<file path="src/rtl/uart_rx_fifo.sv">
// UART receiver (16x oversampling, 3-sample majority vote) feeding a FWFT FIFO with an AXI4-Stream master port.
// Define PARITY_CHECK_EN to accept 8E1 frames and report parity errors; the default build receives 8N1 only.
module uart_rx_fifo #(
    parameter int CLK_FREQ_HZ = 100000000,
    parameter int BAUD        = 115200,
    parameter int FIFO_DEPTH  = 16
) (
    input  logic                          axi_aclk,
    input  logic                          axi_aresetn,
    input  logic                          uart_rxd,
    output logic [7:0]                    m_axis_tdata,
    output logic                          m_axis_tvalid,
    input  logic                          m_axis_tready,
    output logic [$clog2(FIFO_DEPTH):0]   fifo_count,
    output logic                          frame_err,
    output logic                          overrun_err,
    output logic                          parity_err
);
    localparam int DIV   = CLK_FREQ_HZ / (BAUD * 16);
    localparam int DIV_W = (DIV > 1) ? $clog2(DIV) : 1;
    localparam int AW    = $clog2(FIFO_DEPTH);
    localparam int CW    = AW + 1;

    typedef enum logic [2:0] {IDLE, START, DATA, PARITY, STOP, BREAK} state_t;
    state_t state, state_nx;

    logic             rxd_m, rxd_s, rxd_d;
    logic [DIV_W-1:0] div_cnt;
    logic [3:0]       samp_cnt;
    logic             tick, vote_tick, end_tick;
    logic             s7, s8, maj;
    logic [2:0]       bit_idx;
    logic [7:0]       shift_reg;
    logic             par_bad;
    logic             shift_en, par_en, stop_ok, push_ok, frame_set, par_set;
    logic             push_req;
    logic [7:0]       push_data;

    logic [7:0]       mem [FIFO_DEPTH];
    logic [AW-1:0]    wr_ptr, rd_ptr;
    logic             full, pop, wr_en;

    // rxd_d is the previous synchronised sample, used only for start-edge detection.
    always_ff @(posedge axi_aclk) begin
        if (!axi_aresetn) begin
            rxd_m <= 1'b1;
            rxd_s <= 1'b1;
            rxd_d <= 1'b1;
        end else begin
            rxd_m <= uart_rxd;
            rxd_s <= rxd_m;
            rxd_d <= rxd_s;
        end
    end

    assign tick      = (div_cnt == DIV_W'(DIV - 1));
    assign vote_tick = tick && (samp_cnt == 4'd9);
    assign end_tick  = tick && (samp_cnt == 4'd15);
    assign maj       = (s7 & s8) | (s7 & rxd_s) | (s8 & rxd_s);

    always_ff @(posedge axi_aclk) begin
        if (!axi_aresetn) begin
            div_cnt  <= '0;
            samp_cnt <= 4'd0;
            s7       <= 1'b1;
            s8       <= 1'b1;
        end else begin
            if (state == IDLE || tick) div_cnt <= '0;
            else                       div_cnt <= div_cnt + 1'b1;
            if (state == IDLE) samp_cnt <= 4'd0;
            else if (tick)     samp_cnt <= samp_cnt + 4'd1;
            if (tick && samp_cnt == 4'd7) s7 <= rxd_s;
            if (tick && samp_cnt == 4'd8) s8 <= rxd_s;
        end
    end

    always_ff @(posedge axi_aclk) begin
        if (!axi_aresetn) state <= IDLE;
        else              state <= state_nx;
    end

    always_comb begin
        state_nx = state;
        case (state)
            IDLE:   if (rxd_d && !rxd_s) state_nx = START;
            START:  if (vote_tick && maj) state_nx = IDLE;
                    else if (end_tick)    state_nx = DATA;
`ifdef PARITY_CHECK_EN
            DATA:   if (end_tick && bit_idx == 3'd7) state_nx = PARITY;
`else
            DATA:   if (end_tick && bit_idx == 3'd7) state_nx = STOP;
`endif
            PARITY: if (end_tick) state_nx = STOP;
            STOP:   if (vote_tick) state_nx = maj ? IDLE : BREAK;
            BREAK:  if (rxd_s) state_nx = IDLE;
            default: state_nx = IDLE;
        endcase
    end

    always_comb begin
        shift_en  = (state == DATA) && vote_tick;
        par_en    = (state == PARITY) && vote_tick;
        stop_ok   = (state == STOP) && vote_tick && maj;
        frame_set = (state == STOP) && vote_tick && !maj;
        push_ok   = stop_ok && !par_bad;
        par_set   = stop_ok && par_bad;
    end

    always_ff @(posedge axi_aclk) begin
        if (!axi_aresetn) begin
            bit_idx   <= 3'd0;
            shift_reg <= 8'h00;
            push_req  <= 1'b0;
            push_data <= 8'h00;
            frame_err <= 1'b0;
        end else begin
            if (state == START)               bit_idx <= 3'd0;
            else if (state == DATA && end_tick) bit_idx <= bit_idx + 3'd1;
            if (shift_en) shift_reg <= {maj, shift_reg[7:1]};
            push_req  <= push_ok;
            if (push_ok) push_data <= shift_reg;
            frame_err <= frame_set;
        end
    end

`ifdef PARITY_CHECK_EN
    // Even parity: the received parity bit must equal the XOR of the data bits.
    always_ff @(posedge axi_aclk) begin
        if (!axi_aresetn) begin
            par_bad    <= 1'b0;
            parity_err <= 1'b0;
        end else begin
            if (par_en) par_bad <= maj ^ (^shift_reg);
            parity_err <= par_set;
        end
    end
`else
    assign par_bad    = 1'b0;
    assign parity_err = 1'b0;
    logic unused_par;
    assign unused_par = par_en | par_set;
`endif

    assign full  = (fifo_count == CW'(FIFO_DEPTH));
    assign pop   = m_axis_tvalid && m_axis_tready;
    // A push at full is still accepted when the head leaves in the same cycle.
    assign wr_en = push_req && (!full || pop);

    always_ff @(posedge axi_aclk) begin
        if (wr_en) mem[wr_ptr] <= push_data;
    end

    always_ff @(posedge axi_aclk) begin
        if (!axi_aresetn) begin
            wr_ptr      <= '0;
            rd_ptr      <= '0;
            fifo_count  <= '0;
            overrun_err <= 1'b0;
        end else begin
            if (wr_en) wr_ptr <= wr_ptr + 1'b1;
            if (pop)   rd_ptr <= rd_ptr + 1'b1;
            case ({wr_en, pop})
                2'b10:   fifo_count <= fifo_count + 1'b1;
                2'b01:   fifo_count <= fifo_count - 1'b1;
                default: fifo_count <= fifo_count;
            endcase
            overrun_err <= push_req && full && !pop;
        end
    end

    assign m_axis_tvalid = (fifo_count != '0);
    assign m_axis_tdata  = m_axis_tvalid ? mem[rd_ptr] : 8'h00;
endmodule

</file>
<file path="config.mk">
export PLATFORM = sky130hd
export DESIGN_NAME = uart_rx_fifo
export DESIGN_NICKNAME = d
export VERILOG_FILES = /design/src/rtl/uart_rx_fifo.sv
export SDC_FILE = /design/constraint.sdc
export NUM_CORES = 1
export LEC_CHECK = 0
export CAP_MARGIN = 0
export CORE_MARGIN = 4
export CORE_UTILIZATION = 65
export CTS_CLUSTER_DIAMETER = 40
export DETAILED_ROUTE_END_ITERATION = 8
export MAX_ROUTING_LAYER = met4
export PLACE_DENSITY_LB_ADDON = 0.1
export SLEW_MARGIN = 20
export SYNTH_ARGS = -nofsm -noshare
export SYNTH_HDL_FRONTEND = slang
export SYNTH_SLANG_ARGS = --single-unit
</file>
<file path="constraint.sdc">
create_clock -name axi_aclk -period 6.18 [get_ports axi_aclk]
set_input_delay 1.236 -clock axi_aclk [delete_from_list [all_inputs] [get_ports axi_aclk]]
set_output_delay 1.236 -clock axi_aclk [all_outputs]
set_load 0.005 [all_outputs]
</file>
==> summary.txt, run 1 <==
Power and ir drop
  – Worst ir drop on vdd: about 0.21 mV
  – Total power divided by cell area: roughly 300 mW/mm2
  – Combinational fraction of design power: between 1.5 and 2%
  – Total leakage power: about 2.8 nW
  – Switching power: just under 0.5 mW
  – Internal cell power: between 2 and 2.5 mW
  – Seq pwr share: between 50% and 60%
  – Switching power share of the total: 19.11%
  – Power share of the clock group: between 40% and 50%

Critical path
  – Slowest cell delay on critical path: a little under 1 ns
  – Top delay family on crit path: multiplexers
  – Crit path to: m_axis_tdata[6]
  – Data required, critical path: 4.94 ns
  – Logic depth of the worst register-to-register path: 11
  – WS Path Type: reg2out
  – Buffers and inverters on the worst path: 1
  – Highest fanout seen on the critical path: 32
  – Cell with the largest stage delay on the worst path: dfxtp_2
  – Endpoint kind of the worst setup timing path: output pin
  – Signal arrival time at the worst endpoint: 3.24 ns
  – Worst path cell trace: mux4_1 > mux4_2 > and2_1 > clkdlybuf4s50_1
  – Worst reg-to-reg setup slack: 3.15 ns
  – Startpoint of the worst-slack reg-to-reg timing path: fifo_count[1]$_SDFFE_PN0P_
  – Reg2Reg Capture Point: fifo_count[4]$_SDFFE_PN0P_
  – Number of stages on the worst setup path: 4
  – Worst setup SP type: register

Timing
  – Setup violations, final: 0
  – Unrepaired setup endpoints after global routing: false
  – Final slew viol count: 0
  – Final Hold Fails: 0
  – Highest achievable clock rate: around 220 MHz
  – Final worst path period share: 72.43%
  – Transition time at the pin with the least slew margin: ~1 ns
  – Post-route clock skew: 0.006911 ns
  – Max-Slew Margin vs Limit: around 32%
  – Crit path time final: approximately 4.5 ns
  – Total negative slack for setup checks: 0 ns

Global route
  – Pin count of the biggest net entering global routing: 34
  – Global-route wire length before repair: about 23000 um
  – Initial antenna violation count: 0
  – GR Util All Layers: about a quarter
  – Total congestion overflow after global routing: 0
  – Number of global-route vias before repair: 3993

CTS
  – CTS max path bufs: 2
  – Resized cells post-CTS: 0
  – # hold bufs at CTS: 0
  – Total clock buffers created by CTS: 17
  – CTS H-tree lvls: 4
  – CTS tree: built
  – Number of buffers inserted by post-CTS setup repair: 0
  – Insertion delay of the later-clocked pin in the worst-skew pair: 0.42 ns
  – Sinks on Clock Net: 185
  – Clock root buffer: clkbuf_16
  – Clock slew at the register clock pins of the worst setup and hold paths: ~0.060 ns

Floorplanning
  – Std-Cell Core Area: 0.01142 mm2
  – Starting density of the core: between 60 and 70%
  – Die Y: 116.1 um
  – Die width: between 100 and 150 um
  – Die Outline Area: approximately 0.013 mm2
  – Placement row count: 39
  – Top-Level Pins: 21

Synth
  – Area leader, netlist: edfxtp_1
  – Fraction of the yosys area taken by sequential cells: 65.67%
  – Mean Syn Cell Area: 15.56 um2
  – Leading post-synthesis cells by cell area: edfxtp_1 (51%), dfxtp_1 (15%), mux4_2 (6.8%)
  – Nets in the synthesized netlist: roughly 510
  – Number of warning messages in the yosys log: 0
  – Count of flip-flops with a built-in enable after synthesis: between 100 and 150
  – Share of async-settable or async-resettable flops after synthesis: 0%
  – Distinct cells, synth: between 50 and 60
  – Flip-flop and latch count after synthesis: 185
  – Commonest register cell after synthesis: edfxtp_1
  – Share of the synthesized area in the top cell type: 50.63%
  – Number of instances in the synthesized netlist: around 500
  – Area of the mapped netlist: about 0.0076 mm2

Placement
  – Detailed placement HPWL: ~9300 um
  – Routability congestion estimate from global placement: 0.8633
  – Number of input and output port buffers inserted: 19

Detailed routing
  – Total length of routed wires: between 10000 and 15000 um
  – Drc violations: 0
  – Vias per cell: 6.260
  – Number of detailed-route iterations in the first pass: 5
  – Antenna viol nets, final: 0
  – First-iteration detailed-routing DRC count: between 300 and 400
  – Mean routed wirelength per cell: 21.94 um
  – Number of vias after detailed routing: ~4100

Min path
  – Kind of path behind the tightest hold check: reg2reg
  – Number of cells on the worst hold path: 1

Final layout
  – Number of inserted diodes: 0
  – Post-synthesis to final-layout area growth: 11.74%
  – Flip-flop count of the largest register after layout: 128
  – Count of filler cells inserted in the layout: 710
  – Layout cells sized above 1: 12.43%
  – # nets final: between 500 and 600
  – Final core utilization: between 70% and 80%

Job
  – Total of max-cap violations: 0

Status
  – Result of the run: finished clean
worst register-to-register path, cell delays in order, from the launching register on:
cell      delay (ns)
dfxtp_1         0.54
nor4_2          0.13
a31oi_1         0.58
inv_1           0.15
ha_1            0.35
xor2_1          0.19
ha_1            0.23
a211o_1         0.27
nand2_1         0.07
nand3b_1        0.07
a31oi_1         0.19
mux2i_1         0.20
cell usage after synthesis (all sizes together), types with 10 or more instances:
cell,number
buf,10
dfxtp,57
nand2,29
nand2b,10
edfxtp,128
inv,11
a21oi,14
mux2i,16
xor2,11
mux4,40
o21ai,12
nor2,52
ha,16
clkbuf,14
placed cells by master, fill, tap and decap left out, types with 2 or more instances in the layout:
master           count
a21oi_1             14
a22oi_1              2
a31oi_1              2
and2_1               8
bufinv_16            2
clkbuf_16           20
clkbuf_8             3
clkdlybuf4s50_1     19
clkinv_2             2
clkinv_4             2
dfxtp_1             55
dfxtp_2              2
edfxtp_1           128
ha_1                16
inv_1               11
mux2i_1             16
mux4_1              17
mux4_2              23
nand2_1             29
nand2b_1            10
nand3_1              9
nand3b_1             2
nand4_1              2
nor2_1              52
nor3_1               3
nor3_2               5
nor3b_1              5
nor4_1               2
o21ai_0             12
o31ai_1              2
xnor2_1              7
xor2_1              11
final cells by class:
type	count	area (um2)	share of cell area, %
clock buffers	24	545.5	6.432
clock inverters	8	101.3	1.195
inverters	11	41.29	0.4868
multi-input cells	268	2437	28.74
flip-flops and latches	185	4987	58.80
well taps	143	178.9	2.109
repair buffers	19	190.2	2.242
worst min path at each step:
stage / start / end / slack (ns)
detailed placement: rxd_m$_SDFF_PN1_ / rxd_s$_SDFF_PN1_ / 0.40
finish: rxd_m$_SDFF_PN1_ / rxd_s$_SDFF_PN1_ / 0.41
floorplan: rxd_m$_SDFF_PN1_ / rxd_s$_SDFF_PN1_ / 0.39
global route: rxd_m$_SDFF_PN1_ / rxd_s$_SDFF_PN1_ / 0.43
CTS: rxd_m$_SDFF_PN1_ / rxd_s$_SDFF_PN1_ / 0.42
global placement: rxd_m$_SDFF_PN1_ / rxd_s$_SDFF_PN1_ / 0.40
power by group through the flow:
stage	clock network [mW]	registers [mW]	logic, mW
2_1_floorplan	0	1.35	0.0386
3_3_place_gp	0	1.35	0.0459
3_5_place_dp	0	1.35	0.0466
4_1_cts	1.16	1.32	0.0474
5_1_grt	1.21	1.32	0.0539
6_report	1.14	1.32	0.0473
per-layer routing:
metal  global-route usage [%]  wire (um)
met1                    30.87       5865
met2                    37.51       7249
met3                    6.371       1035
met4                    8.894        284
met5                        -          0
per-stage QoR:
stage	setup slack (ns)	power [mW]	instances	cell area, um2	hold WS, ns
after floorplan	2.746	1.384	488	7591	0.3863
after global placement	2.051	1.394	626	7835	0.3954
after detailed placement	2.012	1.396	626	7835	0.3977
after CTS	1.616	2.526	658	8482	0.4191
after global routing	1.467	2.590	658	8482	0.4281
final	1.704	2.515	658	8482	0.4135
cells by family after synthesis:
logic type / count (synthesis) / share of synthesized area (%)
and+or+nand+nor: 135 / 8.851
adders and majority gates: 17 / 2.769
other: 1 / 0.04940
AOI/OAI and AO/OA: 41 / 3.280
muxes: 56 / 14.82
xor gates and xnor gates: 18 / 2.077
buffers and inverters: 35 / 2.489
DFF: 185 / 65.67
(Power assumes the default switching activity.)
==> inputs of run 2 (changes only) <==
Settings changed: CORE_UTILIZATION 65 to 61.
Clock period 6.18 ns to 4.4 ns, I/O delays scaled along.
==> run 2 against run 1 <==
  * Clock skew rose by 0.0015 ns
  * Register-to-register slack got worse by 1.7 ns
  * Sequential cell count did not move
  * Count of clock-buffer cells in the layout fell by 4
  * Combinational power rose by 40%
  * Sequential share of layout area fell by 0.28 points
  * First-iteration DRC count fell by 0.54%
  * Via count fell by 1.3%
  * Sequential power rose by 41%
  * Critical path depth rose by 1
  * Hold slack improved by 0.0035 ns
  * Final cell count rose by 5.5%
  * Largest power group unchanged
==> summary.txt, run 2 (synthesis gave the netlist of run 1 again) <==
Status
  – Result of the run: finished clean

Critical path
  – Worst path cell trace: buf_12 > mux4_1 > mux4_2 > and2_1 > clkdlybuf4s50_1
  – Buffers and inverters on the worst path: 2
  – Cell with the largest stage delay on the worst path: dfxtp_2
  – Data required, critical path: ~3.5 ns
  – Signal arrival time at the worst endpoint: approximately 3.0 ns
  – Endpoint kind of the worst setup timing path: output pin
  – Highest fanout seen on the critical path: 18
  – Slowest cell delay on critical path: around 0.65 ns
  – Top delay family on crit path: multiplexers
  – WS Path Type: reg2out
  – Worst setup SP type: register

Placement
  – Detailed placement HPWL: a little under 9000 um
  – Routability congestion estimate from global placement: just under 0.8
  – Post-placement setup slack: just under 0.8 ns
  – Instance area at placement: about 0.0079 mm2
  – Post-placement cell count: 662
  – Number of input and output port buffers inserted: 19

CTS
  – CTS tree: built
  – Clock slew at the register clock pins of the worst setup and hold paths: ~0.060 ns
  – Insertion delay of the later-clocked pin in the worst-skew pair: between 0.4 and 0.5 ns
  – CTS max path bufs: 2
  – Total clock buffers created by CTS: 17
  – Clock root buffer: clkbuf_16
  – Number of buffers inserted by post-CTS setup repair: 0
  – # hold bufs at CTS: 0
  – Resized cells post-CTS: 0
  – Sinks on Clock Net: 185
  – CTS H-tree lvls: 4

Detailed routing
  – Mean routed wirelength per cell: 20.06 um
  – Antenna viol nets, final: 0
  – Vias per cell: about 6
  – First-iteration detailed-routing DRC count: around 370
  – Total length of routed wires: 13920 um
  – Drc violations: 0
  – Number of detailed-route iterations in the first pass: 5
  – Number of vias after detailed routing: 4067

Timing
  – Crit path time final: 3.896 ns
  – Total negative slack for setup checks: 0 ns
  – Minimum setup slack in the final design: slightly above 0.5 ns
  – Highest achievable clock rate: between 200 and 300 MHz
  – Unrepaired setup endpoints after global routing: false
  – Minimum hold slack: approximately 0.42 ns
  – Setup violations, final: 0
  – Final worst path period share: between 80% and 90%
  – Max-Slew Margin vs Limit: between 20% and 30%
  – Transition time at the pin with the least slew margin: 1.086 ns
  – Final slew viol count: 0
  – Final Hold Fails: 0
  – Post-route clock skew: roughly 0.0084 ns

Floorplanning
  – Starting density of the core: 62.68%
  – Die width: 119.6 um
  – Die Outline Area: approximately 0.014 mm2
  – Top-Level Pins: 21
  – Placement row count: 40
  – Std-Cell Core Area: 0.01211 mm2
  – Die Y: around 120 um

Global route
  – GR Util All Layers: between 20% and 30%
  – Global-route wire length before repair: about 23000 um
  – Initial antenna violation count: 0
  – Total congestion overflow after global routing: 0
  – Pin count of the biggest net entering global routing: 34
  – Number of global-route vias before repair: roughly 4100

Final layout
  – Commonest non-fill, non-tap cells in the layout: edfxtp_1 (128), dfxtp_1 (56), nor2_1 (52)
  – Fin cells: just under 700
  – Layout cells sized above 1: about an eighth
  – Flip-flop count of the largest register after layout: between 100 and 150
  – Most frequent standard cell in the layout excluding fill and tap cells: edfxtp_1
  – # nets final: 533
  – Number of inserted diodes: 0
  – Post-synthesis to final-layout area growth: 12.25%
  – Final core utilization: a little over two thirds
  – Post-route cell area: roughly 0.0085 mm2

Power and ir drop
  – Total power divided by cell area: 398.1 mW/mm2
  – Worst ir drop on vdd: roughly 0.24 mV
  – Overall power after layout: around 3.4 mW
  – Total leakage power: roughly 2.8 nW

Min path
  – Kind of path behind the tightest hold check: reg2reg

Job
  – Total of max-cap violations: 0
run 2: changes by cell type in the layout (fill, tap and decap cells not counted), sizes merged:
| cell | before | now |
|---|---|---|
| clkinvlp | 1 | 3 |
| buf | 0 | 11 |
| clkinv | 4 | 6 |
| clkbuf | 24 | 20 |
run 2: worst paths after layout:
path	cells past startpoint	endpoint	slack, ns	start
worst min register to register	1	rxd_s$_SDFF_PN1_	0.42	rxd_m$_SDFF_PN1_
worst max-delay path	5	m_axis_tdata[0]	0.50	register
worst min-delay path	1	rxd_s$_SDFF_PN1_	0.42	rxd_m$_SDFF_PN1_
worst max register to register	10	fifo_count[4]$_SDFFE_PN0P_	1.49	fifo_count[1]$_SDFFE_PN0P_
run 2: per-layer routing:
metal	part of all wire, %	track usage (%)	vias up
met4	2.2	8.661	0
met3	4.0	3.817	17
met2	52	35.56	93
met5	0	-	-
li1	-	-	1898
met1	42	27.77	2059
run 2: power by group:
| part | total, mW | leakage [nW] | internal [mW] | switching, mW |
|---|---|---|---|---|
| registers | 1.86 | 1.65 | 1.84 | 0.0134 |
| clock network | 1.47 | 0.280 | 0.863 | 0.605 |
| logic | 0.0662 | 0.884 | 0.0270 | 0.0393 |
| total | 3.39 | 2.81 | 2.73 | 0.658 |
run 2: cell type report:
class	instances	area [um2]
sequential	185	4986
fill	832	3591
multi-input combinational	268	2417
clock buffer	20	456.7
timing repair buffer	30	285.3
tap	168	210.2
clock inverter	12	123.9
inverter	11	41.29
==> inputs of run 3 (changes only) <==
Settings changed: SETUP_SLACK_MARGIN set to 0.1.
==> results of run 3 <==
No change in the layout: final DEF, timing and power equal those of run 2.
